[src/rtl/line_timing_meter.sv]
// Measures incoming video timing (line period, active pixels, lines per frame) and
// drives the line-buffer wrap value once the line period has been stable long enough.

module line_timing_meter #(
    parameter int W             = 12,
    parameter int DEFAULT_WIDTH = 1599,
    parameter int MIN_PERIOD    = 64,
    parameter int LOCK_LINES    = 4,
    parameter int UNLOCK_LINES  = 3
) (
    input  logic         clk_i,
    input  logic         rst_i,
    input  logic         rx_dv_i,
    input  logic         rx_hs_i,
    input  logic         rx_vs_i,
    output logic [W-1:0] pic_width_o,
    output logic         locked_o,
    output logic [W-1:0] active_width_o,
    output logic [W-1:0] frame_lines_o,
    output logic         line_stb_o,
    output logic         err_stb_o
);

    localparam int MW = $clog2(LOCK_LINES + 1);
    localparam int UW = $clog2(UNLOCK_LINES + 1);

    localparam logic [W-1:0]  CNT_MAX    = {W{1'b1}};
    localparam logic [W-1:0]  CNT_PRE    = {{(W-1){1'b1}}, 1'b0};
    localparam logic [W-1:0]  MIN_P      = W'(MIN_PERIOD);
    localparam logic [W-1:0]  DEF_WIDTH  = W'(DEFAULT_WIDTH);
    localparam logic [MW-1:0] LOCK_CNT   = MW'(LOCK_LINES);
    localparam logic [UW-1:0] UNLOCK_CNT = UW'(UNLOCK_LINES);

    typedef enum logic [1:0] {
        SEARCH,
        TRACK,
        LOCKED
    } state_e;

    state_e        state_q, state_d;
    logic          hsDly_q, hsDly_d;
    logic          vsDly_q, vsDly_d;
    logic [W-1:0]  periodCnt_q, periodCnt_d;
    logic [W-1:0]  activeCnt_q, activeCnt_d;
    logic [W-1:0]  lineCnt_q, lineCnt_d;
    logic [W-1:0]  cand_q, cand_d;
    logic [MW-1:0] match_q, match_d;
    logic [UW-1:0] miss_q, miss_d;
    logic [W-1:0]  picWidth_q, picWidth_d;
    logic          locked_q, locked_d;
    logic [W-1:0]  activeWidth_q, activeWidth_d;
    logic [W-1:0]  frameLines_q, frameLines_d;
    logic          lineStb_q, lineStb_d;
    logic          errStb_q, errStb_d;

    logic          hsRise;
    logic          vsRise;
    logic          timeout;
    logic [MW-1:0] matchInc;
    logic [UW-1:0] missInc;

    assign hsRise   = rx_hs_i & ~hsDly_q;
    assign vsRise   = rx_vs_i & ~vsDly_q;
    // Fires only on the step into saturation, so a long gap reports a single error.
    assign timeout  = ~hsRise & (periodCnt_q == CNT_PRE);
    assign matchInc = match_q + MW'(1);
    assign missInc  = miss_q + UW'(1);

    always_comb begin : counter_next
        hsDly_d = rx_hs_i;
        vsDly_d = rx_vs_i;

        if (hsRise) begin
            periodCnt_d = W'(1);
        end else if (periodCnt_q == CNT_MAX) begin
            periodCnt_d = CNT_MAX;
        end else begin
            periodCnt_d = periodCnt_q + W'(1);
        end

        activeCnt_d = hsRise ? W'(rx_dv_i) : activeCnt_q + W'(rx_dv_i);

        // hs in the vs cycle opens the new frame, so it seeds rather than adds.
        lineCnt_d    = vsRise ? W'(hsRise) : lineCnt_q + W'(hsRise);
        frameLines_d = vsRise ? lineCnt_q : frameLines_q;
    end

    always_comb begin : fsm_next
        state_d       = state_q;
        cand_d        = cand_q;
        match_d       = match_q;
        miss_d        = miss_q;
        picWidth_d    = picWidth_q;
        locked_d      = locked_q;
        activeWidth_d = activeWidth_q;
        lineStb_d     = 1'b0;
        errStb_d      = 1'b0;

        if (timeout) begin
            state_d  = SEARCH;
            locked_d = 1'b0;
            errStb_d = 1'b1;
        end else if (hsRise) begin
            case (state_q)
                SEARCH: begin
                    state_d = TRACK;
                    cand_d  = '0;
                    match_d = '0;
                    miss_d  = '0;
                end
                TRACK: begin
                    lineStb_d     = 1'b1;
                    activeWidth_d = activeCnt_q;
                    if (periodCnt_q < MIN_P) begin
                        errStb_d = 1'b1;
                        match_d  = '0;
                    end else if (periodCnt_q == cand_q) begin
                        match_d = matchInc;
                        if (matchInc == LOCK_CNT) begin
                            state_d    = LOCKED;
                            picWidth_d = periodCnt_q - W'(1);
                            locked_d   = 1'b1;
                            miss_d     = '0;
                        end
                    end else begin
                        cand_d   = periodCnt_q;
                        match_d  = MW'(1);
                        errStb_d = 1'b1;
                    end
                end
                LOCKED: begin
                    lineStb_d     = 1'b1;
                    activeWidth_d = activeCnt_q;
                    if (periodCnt_q == cand_q) begin
                        miss_d = '0;
                    end else begin
                        errStb_d = 1'b1;
                        miss_d   = missInc;
                        // pic_width is deliberately left at the last locked value.
                        if (missInc == UNLOCK_CNT) begin
                            state_d  = TRACK;
                            cand_d   = periodCnt_q;
                            match_d  = MW'(1);
                            miss_d   = '0;
                            locked_d = 1'b0;
                        end
                    end
                end
                default: begin
                    state_d = SEARCH;
                end
            endcase
        end
    end

    always_ff @(posedge clk_i) begin
        if (rst_i) begin
            state_q       <= SEARCH;
            hsDly_q       <= 1'b0;
            vsDly_q       <= 1'b0;
            periodCnt_q   <= '0;
            activeCnt_q   <= '0;
            lineCnt_q     <= '0;
            cand_q        <= '0;
            match_q       <= '0;
            miss_q        <= '0;
            picWidth_q    <= DEF_WIDTH;
            locked_q      <= 1'b0;
            activeWidth_q <= '0;
            frameLines_q  <= '0;
            lineStb_q     <= 1'b0;
            errStb_q      <= 1'b0;
        end else begin
            state_q       <= state_d;
            hsDly_q       <= hsDly_d;
            vsDly_q       <= vsDly_d;
            periodCnt_q   <= periodCnt_d;
            activeCnt_q   <= activeCnt_d;
            lineCnt_q     <= lineCnt_d;
            cand_q        <= cand_d;
            match_q       <= match_d;
            miss_q        <= miss_d;
            picWidth_q    <= picWidth_d;
            locked_q      <= locked_d;
            activeWidth_q <= activeWidth_d;
            frameLines_q  <= frameLines_d;
            lineStb_q     <= lineStb_d;
            errStb_q      <= errStb_d;
        end
    end

    assign pic_width_o    = picWidth_q;
    assign locked_o       = locked_q;
    assign active_width_o = activeWidth_q;
    assign frame_lines_o  = frameLines_q;
    assign line_stb_o     = lineStb_q;
    assign err_stb_o      = errStb_q;

endmodule

[config.mk]
export PLATFORM = sky130hd
export DESIGN_NAME = line_timing_meter
export DESIGN_NICKNAME = d
export VERILOG_FILES = /design/src/rtl/line_timing_meter.sv
export SDC_FILE = /design/constraint.sdc
export NUM_CORES = 1
export LEC_CHECK = 0
export BUFFER_PORTS_ARGS = -buffer_cell sky130_fd_sc_hd__buf_2
export CORE_ASPECT_RATIO = 1.1
export CORE_UTILIZATION = 53
export DETAILED_ROUTE_END_ITERATION = 16
export GPL_TIMING_DRIVEN = 0
export PLACE_DENSITY_LB_ADDON = 0.15
export SLEW_MARGIN = 40
export SYNTH_ARGS = -nofsm -noshare
export SYNTH_HDL_FRONTEND = slang
export SYNTH_SLANG_ARGS = --single-unit
[constraint.sdc]
create_clock -name clk_i -period 1.8 [get_ports clk_i]
set_input_delay 0.36 -clock clk_i [delete_from_list [all_inputs] [get_ports clk_i]]
set_output_delay 0.36 -clock clk_i [all_outputs]
set_load 0.01 [all_outputs]
==> impl_metrics.yaml, run 1 <==
die:
  start_util_pct: 54.81
  die-area_sq_mm: 0.009026
  io_pins: 44
  die_y_um: 99.55
  core_sq_mm: 0.008364
  fp.dieW_um: 90.68
  rows: 35
drt:
  post-route-drc-count: 0
  wl_um: 11760
  routed_via_density: 5.670
  drt_iter0_drc: 215
  dr.max_layer_used: "met4"
  first_pass_iters: 4
  wl_met2_um: 6106
  vias: 4111
  routedWlPerCell_um: 16.22
  wl_met1_um: 4919
  drtAntennaViolNets: 0
  wl_met3_um: 486
clocking:
  cts_made_buffers: 9
  clkTransAtPathRegs_ns: 0.10
  clock_sinks: 96
  cts_root_buf: "clkbuf_8"
  cts_tree: "built"
  h-tree-depth: 3
  clk_latency_ns: 0.37
  clockBufferDepth: 2
sta:
  period_minus_slack_ns: 1.881
  hold_viol_final: 0
  timing.hold.ws_ns: 0.2407
  drv_slew: 0
  clock.fmax_mhz: 531.6
  skew_ns: 0.01329
  setup_viol: 4
  final.period_utilization_pct: 104.5
  relSlewSlack_pct: 61.66
  rsz0062_at_grt: "true"
  worstMarginPinSlew_ns: 0.5751
  setup_slack_ns: -0.08096
synth:
  ys_top_cells_by_count: "dfxtp_1 (96), nand2_1 (82), a21oi_1 (48)"
  syn_avg_cell_area_sq_um: 8.833
  synth_area_leaders: "dfxtp_1 (42%), nand2_1 (6.7%), a21oi_1 (5.2%)"
  ys_warn_count: 0
  muxShareOfSynthArea_pct: 3.302
  synth-compound-area-share_pct: 11.52
  synth_area_sq_mm: 0.004584
  ys.flop_type: "dfxtp_1"
  synth.most_common_cell: "dfxtp_1"
  synth_top_family_by_area: "simple AND/OR/NAND/NOR gates"
  ys_types: 52
  synth_top_area_cell: "dfxtp_1"
  ys_seq_elements: 96
  ys_seq_area_share_pct: 41.92
  synth_edf_count: 0
  synthDominantCellAreaShare_pct: 41.92
  synthAdderAreaFrac_pct: 3.548
  syn-num-nets: 537
  postSynth.asyncResetShare_pct: 0
  synth-simple-area-share_pct: 25.05
  syn_inst: 519
  synthXorXnorAreaFrac_pct: 9.498
finish:
  final_util_pct: 69.87
  nets: 627
  area_growth_pct: 27.48
  final_cell_area_sq_mm: 0.005844
  antenna-diode-count: 0
  drive_gt1_share_pct: 31.43
  finalNonFillerCells: 725
place:
  hpwl_um: 7351
  place_area_sq_mm: 0.004937
  port_buffers: 42
  place_inst: 672
  gp_congestion: 0.8661
global_routing:
  gr-total-overflow: 0
  grt_max_degree: 19
  grt_usage_pct: 24.78
  antenna_found_initial: 0
  grt_pass1_vias: 3703
  grt_first_pass_wirelength_um: 17800
run:
  drv_cap: 0
hold_path:
  min_to: "vsDly_q$_SDFF_PP0_"
  hold_path.startpoint: "rx_vs_i"
  min_path_cells: 2
  hold_class: "in2reg"
pwr:
  p_per_area_mw_per_mm2: 721.0
  p_clk_share_pct: 33.1
  swShare_pct: 28.91
  ir_worst_vdd_v: 0.0003994
  power_frac_comb_pct: 15.3
  power.leakage_nw: 2.173
  p_sw_mw: 1.218
  p_int_mw: 2.996
  power_frac_seq_pct: 51.6
critical_path:
  crit_start: "periodCnt_q[1]$_SDFF_PP0_"
  path_class: "reg2reg"
  reg2reg_to: "pic_width_o[10]$_SDFFE_PP1P_"
  worstReg2RegStart: "periodCnt_q[1]$_SDFF_PP0_"
  path_max_fanout: 5
  required_ns: 2.04
  r2r_cells: 7
  startpoint_type: "flip-flop"
  end_kind: "flip-flop"
  cp.arrival_ns: 2.12
  r2r_setup_slack_ns: -0.08
status:
  status: "complete, but fails checks"
  violations: "setup timing"
-- final cells by class --
| type | count | area [sq um] |
|---|---|---|
| Timing Repair Buffer | 83 | 544.3 |
| Clock inverter | 6 | 55.05 |
| Buffer | 29 | 203.9 |
| Sequential cell | 96 | 1952 |
| Multi-Input combinational cell | 373 | 2736 |
| Inverter | 17 | 76.32 |
| Fill cell | 640 | 2520 |
| Clock buffer | 10 | 137.6 |
| Tap cell | 111 | 138.9 |
-- critical path, cell delays in order (launching register included) --
cell and delay (ns):
dfxtp_4 0.39, inv_2 0.07, ha_4 0.12, or4b_4 0.51
nor3_4 0.16, xnor2_1 0.11, nor4_2 0.28, o21ai_1 0.10
-- what timing repair did --
action	in CTS	in global routing
resized for setup	52	51
pin swaps	19	24
setup endpoints to repair	44	48
buffers inserted	15	23
hold buffers	0	0
hold endpoints to repair	0	0
cloned	1	2
-- cell families (layout without fill, tap and decap cells) --
logic type / after synthesis / after routing
buffers and inverters: 50 / 145
muxes: 15 / 15
DFF: 96 / 96
xor gates and xnor gates: 42 / 42
AOI/OAI and AO/OA: 84 / 84
and+or+nand+nor: 219 / 219
adders and majority gates: 13 / 13
-- flip-flops by register name (all words and copies together), names as in the netlist --
signal          count
activeCnt_q        12
active_width_o     12
cand_q             12
err_stb_o           1
frame_lines_o      12
hsDly_q             1
lineCnt_q          12
line_stb_o          1
locked_o            1
match_q             3
miss_q              2
periodCnt_q        12
pic_width_o        12
state_q             2
vsDly_q             1
-- cells in the final DEF (no fill, tap or decap), types with 4 or more instances in the layout --
master and count:
nor2_1 33, clkbuf_8 10, buf_4 33, inv_1 12
xnor2_4 4, xnor2_1 13, and3_1 9, inv_6 4
o31ai_1 5, dfxtp_1 82, nor3_1 7, nor4_1 4
ha_4 5, nand2_1 81, clkbuf_1 14, xor2_1 17
dfxtp_2 9, dfxtp_4 5, buf_6 13, a31oi_1 6
nor4_2 4, o21ai_1 6, nand3_1 23, or4_4 4
and4_1 6, a211oi_1 4, ha_1 6, nand4_1 14
xnor2_2 8, a21oi_1 45, buf_2 46, mux2i_1 14
-- per-layer routing --
layer	track usage [%]	up-vias
li1	-	1989
met1	29.71	1987
met2	43.82	111
met3	4.205	24
met4	10.42	0
met5	0	-
-- power groups by stage --
| stage | Sequential, mW | Combinational [mW] | Clock [mW] |
|---|---|---|---|
| global route | 2.18 | 0.688 | 1.51 |
| floorplan | 2.22 | 0.329 | 0 |
| CTS | 2.17 | 0.523 | 1.42 |
| finish | 2.17 | 0.645 | 1.39 |
| global placement | 2.22 | 0.428 | 0 |
| detailed placement | 2.22 | 0.435 | 0 |
-- how the worst max path moves through the flow --
stage	end	slack, ns
finish	pic_width_o[10]$_SDFFE_PP1P_	-0.08
global route	pic_width_o[10]$_SDFFE_PP1P_	-0.13
CTS	pic_width_o[10]$_SDFFE_PP1P_	-0.02
detailed placement	state_q[0]$_SDFFE_PP0P_	-0.35
global placement	state_q[0]$_SDFFE_PP0P_	-0.34
floorplan	match_q[1]$_SDFFE_PP0P_	0.05
-- metrics by stage --
step                TNS (ns)  total power [mW]  setup slack [ns]
global route         -0.7219             4.375           -0.1253
finish               -0.1097             4.214          -0.08096
CTS                 -0.05393             4.110          -0.01876
floorplan                  0             2.545           0.04934
detailed placement    -9.677             2.656           -0.3500
global placement      -7.401             2.648           -0.3357
No activity file was read; power rests on OpenSTA's default activity.
==> run 2, diff against run 1 <==
--- a/config.mk
+++ b/config.mk
@@ -5,10 +5,10 @@
 export SDC_FILE = /design/constraint.sdc
 export NUM_CORES = 1
 export LEC_CHECK = 0
-export BUFFER_PORTS_ARGS = -buffer_cell sky130_fd_sc_hd__buf_2
 export CORE_ASPECT_RATIO = 1.1
-export CORE_UTILIZATION = 53
+export CORE_UTILIZATION = 55
 export DETAILED_ROUTE_END_ITERATION = 16
+export DONT_BUFFER_PORTS = 1
 export GPL_TIMING_DRIVEN = 0
 export PLACE_DENSITY_LB_ADDON = 0.15
 export SLEW_MARGIN = 40
==> impl_metrics.yaml, run 2 (synthesized netlist as in run 1, its figures left out) <==
global_routing:
  gr-total-overflow: 0
  grt_usage_pct: 27.15
  grt_first_pass_wirelength_um: 18130
  grt_max_degree: 19
  grt_pass1_vias: 3778
  antenna_found_initial: 0
place:
  gp_congestion: 0.8454
  place_area_sq_mm: 0.004723
  port_buffers: 0
  hpwl_um: 7359
pwr:
  power_frac_seq_pct: 52.3
  ir_worst_vdd_v: 0.0003963
  p_sw_mw: 1.220
  swShare_pct: 29.41
  p_clk_share_pct: 32.5
  power_frac_comb_pct: 15.2
  p_per_area_mw_per_mm2: 732.2
  power.leakage_nw: 1.941
  p_int_mw: 2.928
critical_path:
  path_class: "reg2reg"
  end_kind: "flip-flop"
  required_ns: 2.09
  startpoint_type: "flip-flop"
  cp.arrival_ns: 2.16
  path_max_fanout: 5
finish:
  layout_common_cells: "nand2_1 (81), dfxtp_1 (76), a21oi_1 (44)"
  final_common_cell: "nand2_1"
  final_util_pct: 70.84
  num-fill-cells: 624
  multi_input_area_sq_mm: 0.002793
  final_cell_area_sq_mm: 0.005665
  nets: 581
  regArea_sq_mm: 0.001974
  drive_gt1_share_pct: 26.58
  area_growth_pct: 23.58
  antenna-diode-count: 0
clocking:
  cts_made_buffers: 9
  cts_root_buf: "clkbuf_8"
  hold_buffers: 0
  clock_sinks: 96
  cts_tree: "built"
  h-tree-depth: 3
  clk_latency_ns: 0.38
  clockBufferDepth: 2
  clkTransAtPathRegs_ns: 0.10
die:
  io_pins: 44
  rows: 34
  core_sq_mm: 0.007998
  die_y_um: 97.76
  die-area_sq_mm: 0.008705
  start_util_pct: 57.32
  fp.dieW_um: 89.05
sta:
  worstMarginPinSlew_ns: 0.6010
  period_minus_slack_ns: 1.866
  relSlewSlack_pct: 59.93
  hold_viol_final: 0
  skew_ns: 0.01617
  rsz0062_at_grt: "true"
  final.period_utilization_pct: 103.7
  setup_viol: 21
  clock.fmax_mhz: 535.9
  drv_slew: 0
  setup_slack_ns: -0.06618
drt:
  wl_um: 12060
  routed_via_density: 5.923
  post-route-drc-count: 0
  vias: 4004
  routedWlPerCell_um: 17.84
  drtAntennaViolNets: 0
  first_pass_iters: 5
  drt_iter0_drc: 256
status:
  violations: "setup timing"
  status: "complete, but fails checks"
run:
  drv_cap: 0
hold_path:
  hold_class: "in2reg"
## run 2: cell count changes in the layout (fill, tap and decap cells not counted), moves of 2 or more
cell | previous run | this run
xnor2_4 | 4 | 8
xnor2_1 | 13 | 17
xnor2_2 | 8 | 0
buf_2 | 46 | 0
dfxtp_4 | 5 | 11
dfxtp_1 | 82 | 76
nor4_1 | 4 | 1
nor4_2 | 4 | 6
## run 2: per-stage QoR
| stage | power (mW) | setup slack [ns] | hold slack, ns | cells | TNS [ns] |
|---|---|---|---|---|---|
| after floorplan | 2.545 | 0.04934 | 0.4323 | 519 | 0 |
| after global placement | 2.641 | -0.2788 | 0.4449 | 627 | -6.856 |
| after detailed placement | 2.651 | -0.3255 | 0.4517 | 627 | -8.776 |
| after CTS | 4.060 | 0.003022 | 0.1106 | 663 | 0 |
| after global routing | 4.306 | -0.1469 | 0.1048 | 676 | -1.853 |
| final | 4.148 | -0.06618 | 0.1242 | 676 | -0.8378 |
## run 2: routing by layer
metal,up-vias,GRT usage [%],part of all wire [%]
met2,149,47.87,50
met1,1903,32.11,39
met4,0,9.158,4.6
met5,-,0,0
met3,55,6.002,5.9
li1,1897,-,-
## run 2: final cells by class
type	count	share of cell area, %
timing repair buffer	40	5.919
sequential	96	34.85
inverter	17	1.347
tap	108	2.385
clock inverter	7	1.082
buffer	26	2.937
clock buffer	9	2.186
multi-input combinational	373	49.29
## run 2: worst max-delay path, stage by stage (launching register included)
cell     delay [ns]
dfxtp_4        0.38
xnor2_1        0.26
nand4_1        0.28
nor4_4         0.26
buf_4          0.18
o32ai_4        0.11
buf_6          0.16
mux2i_1        0.16
## run 2: final timing paths
kind | start | to | slack (ns) | depth (start not counted)
hold reg to reg | lineCnt_q[11]$_SDFF_PP0_ | frame_lines_o[11]$_SDFFE_PP0P_ | 0.47 | 2
setup reg to reg | periodCnt_q[0]$_SDFF_PP0_ | cand_q[11]$_SDFFE_PP0P_ | -0.07 | 7
setup / recovery | periodCnt_q[0]$_SDFF_PP0_ | cand_q[11]$_SDFFE_PP0P_ | -0.07 | 7
hold / removal | rx_vs_i | vsDly_q$_SDFF_PP0_ | 0.12 | 1
## run 2: power groups by stage
stage                     Clock [mW]  Sequential, mW  Combinational (mW)
after floorplan                    0            2.22               0.329
after global placement             0            2.22               0.418
after detailed placement           0            2.22               0.427
after CTS                       1.38            2.18               0.501
after global routing            1.47            2.17               0.669
final                           1.35            2.17               0.629
## run 2: timing repair
| item | in CTS | in global routing |
|---|---|---|
| buffers inserted | 22 | 17 |
| resized for setup | 53 | 71 |
| endpoints found under the setup margin | 45 | 39 |
| cloned | 1 | 0 |
| hold endpoints to repair | 0 | 0 |
| pin swaps | 11 | 32 |
==> run 3, diff against run 2 <==
--- a/config.mk
+++ b/config.mk
@@ -5,6 +5,7 @@
 export SDC_FILE = /design/constraint.sdc
 export NUM_CORES = 1
 export LEC_CHECK = 0
+export ABC_AREA = 1
 export CORE_ASPECT_RATIO = 1.1
 export CORE_UTILIZATION = 55
 export DETAILED_ROUTE_END_ITERATION = 16
==> impl_metrics.yaml, run 3 <==
sta:
  rsz0062_at_grt: "true"
  period_minus_slack_ns: 1.812
  relSlewSlack_pct: 63.18
  worstMarginPinSlew_ns: 0.5503
  hold_viol_final: 0
  setup_viol: 1
  final.period_utilization_pct: 100.7
  clock.fmax_mhz: 551.8
  setup_slack_ns: -0.01235
  skew_ns: 0.01000
  drv_slew: 0
drt:
  post-route-drc-count: 0
  first_pass_iters: 5
  drt_iter0_drc: 273
  wl_um: 11470
  drtAntennaViolNets: 0
  vias: 4360
  routedWlPerCell_um: 14.06
  routed_via_density: 5.343
hold_path:
  hold_class: "in2reg"
global_routing:
  grt_max_degree: 20
  grt_pass1_vias: 3906
  gr-total-overflow: 0
  grt_first_pass_wirelength_um: 18170
  busiest_layer: "met2"
  grt_use_met2_pct: 44.51
  antenna_found_initial: 0
  grtUsageMet3_pct: 5.352
  use_met1_pct: 30.42
  grt_usage_pct: 25.31
finish:
  area_growth_pct: 18.78
  layout_common_cells: "nand2_1 (131), nor2_1 (91), dfxtp_1 (78)"
  drive_gt1_share_pct: 23.26
  nets: 718
  final_common_cell: "nand2_1"
  finalNonFillerCells: 816
  num-fill-cells: 693
  antenna-diode-count: 0
status:
  violations: "setup timing"
  status: "complete, but fails checks"
synth:
  ys_seq_elements: 96
  synth_area_leaders: "dfxtp_1 (41%), nand2_1 (11%), nor2_1 (8.2%)"
  ys_seq_area_share_pct: 40.74
  synth_top_area_cell: "dfxtp_1"
  ys_warn_count: 0
  synthDominantCellAreaShare_pct: 40.74
  synthXorXnorAreaFrac_pct: 3.342
  synth_edf_count: 0
  synth-compound-area-share_pct: 13.47
  ys_types: 37
  synth-simple-area-share_pct: 27.64
  syn_avg_cell_area_sq_um: 7.083
  synthAdderAreaFrac_pct: 3.448
  synth_top_family_by_area: "simple AND/OR/NAND/NOR gates"
  syn-num-nets: 684
  ys_top_cells_by_count: "nand2_1 (143), nor2_1 (103), dfxtp_1 (96)"
  syn_inst: 666
  ys.flop_type: "dfxtp_1"
  synth.most_common_cell: "nand2_1"
  synth_area_sq_mm: 0.004717
  postSynth.asyncResetShare_pct: 0
  muxShareOfSynthArea_pct: 0
critical_path:
  path_class: "reg2reg"
  cp.arrival_ns: 2.09
  required_ns: 2.08
  startpoint_type: "flip-flop"
  crit_path_top_delay_cell: "dfxtp_2"
  worstPathCellList: "or2_4, clkinv_4, ha_4, ha_4, nand2_4, nor2_4, nand2_1, nor2_2, nand2_2, nor2_4, nand2_2, o21ai_2, a21oi_1"
  max_stage_delay_ns: 0.33
  end_kind: "flip-flop"
  path_max_fanout: 3
clocking:
  hold_buffers: 0
  clkTransAtPathRegs_ns: 0.10
  cts_made_buffers: 9
  clockBufferDepth: 2
  h-tree-depth: 3
  cts_root_buf: "clkbuf_8"
  clk_latency_ns: 0.38
  cts_tree: "built"
  clock_sinks: 96
pwr:
  p_per_area_mw_per_mm2: 976.0
  ir_worst_vdd_v: 0.0004982
  power.leakage_nw: 2.446
  total_power_mw: 5.469
die:
  core_sq_mm: 0.008364
  die_y_um: 99.13
  fp.dieW_um: 90.30
  rows: 35
  die-area_sq_mm: 0.008951
  io_pins: 44
  start_util_pct: 56.39
place:
  place_inst: 777
  gp_congestion: 0.8754
  port_buffers: 0
  hpwl_um: 7748
run:
  drv_cap: 0
==> run 3: cell types whose count changed after synthesis, moves of 8 or more <==
| cell | before | now |
|---|---|---|
| o21ai_0 | 3 | 57 |
| nand2_1 | 82 | 143 |
| a21oi_1 | 48 | 56 |
| nand3_2 | 0 | 8 |
| and3_1 | 9 | 1 |
| and4_1 | 8 | 0 |
| clkbuf_1 | 19 | 10 |
| inv_2 | 1 | 9 |
| nor2_1 | 35 | 103 |
| mux2i_1 | 14 | 0 |
| xnor2_1 | 19 | 3 |
| inv_1 | 16 | 72 |
==> run 3: repair_timing <==
action / CTS / global route
endpoints found under the setup margin: 49 / 60
resized for setup: 24 / 87
pin swaps: 9 / 21
buffers inserted: 10 / 16
gates cloned: 1 / 2
==> run 3: cells by family after synthesis <==
kind of cell,Yosys count
xor+xnor,18
compound gates,123
fa+ha+maj,13
flops,96
buf+inv,112
simple gates,304
==> run 3: final timing paths <==
path	start	endpoint	slack, ns	cells past startpoint
setup / recovery	hsDly_q$_SDFF_PP0_	lineCnt_q[10]$_SDFF_PP0_	-0.01	13
hold / removal	rx_hs_i	hsDly_q$_SDFF_PP0_	0.06	2
setup reg to reg	hsDly_q$_SDFF_PP0_	lineCnt_q[10]$_SDFF_PP0_	-0.01	13
hold reg to reg	activeCnt_q[11]$_SDFF_PP0_	active_width_o[11]$_SDFFE_PP0P_	0.49	2
==> run 3: stage by stage <==
step	util, %	setup WS (ns)	TNS, ns	instance area, sq um	hold WS [ns]
final	66.99	-0.01235	-0.01235	5603	0.05676
after global routing	66.99	-0.1402	-0.8543	5603	0.03918
after global placement	58.56	-0.4592	-8.234	4898	0.4585
after floorplan	-	-0.1520	-0.1925	4760	0.4435
after detailed placement	58.56	-0.4937	-9.555	4898	0.4633
after CTS	62.36	-0.05556	-0.1279	5216	0.05824
==> run 3: power by group <==
group | leakage, nW | switching [mW] | internal, mW
Clock | 0.103 | 0.875 | 0.551
Combinational | 1.55 | 0.896 | 0.634
Sequential | 0.791 | 0.200 | 2.31
==> run 3: cell type report <==
type	instances	area (sq um)	area share [%]
timing repair buffer	29	252.7	4.511
tap	111	138.9	2.479
inverter	82	341.6	6.096
sequential	96	1959	34.97
clock buffer	9	123.9	2.211
clock inverter	7	72.57	1.295
buffer	24	219.0	3.908
multi-input combinational	458	2495	44.53
==> run 3: worst max-delay path, delay by kind of cell, from the launching register on <==
| kind | cells | cell delay [ns] |
|---|---|---|
| buffers and inverters | 1 | 0.06 |
| AND/OR/NAND/NOR | 8 | 0.89 |
| AO/OA/AOI/OAI | 2 | 0.15 |
| adder cells (fa/ha/maj) | 2 | 0.27 |
| flip-flops | 1 | 0.33 |
==> run 3: metal layers <==
| layer | up-vias | part of all wire [%] |
|---|---|---|
| met1 | 2027 | 43 |
| met3 | 32 | 4.8 |
| met4 | 0 | 2.6 |
| met2 | 107 | 50 |
| met5 | - | 0 |
| li1 | 2194 | - |
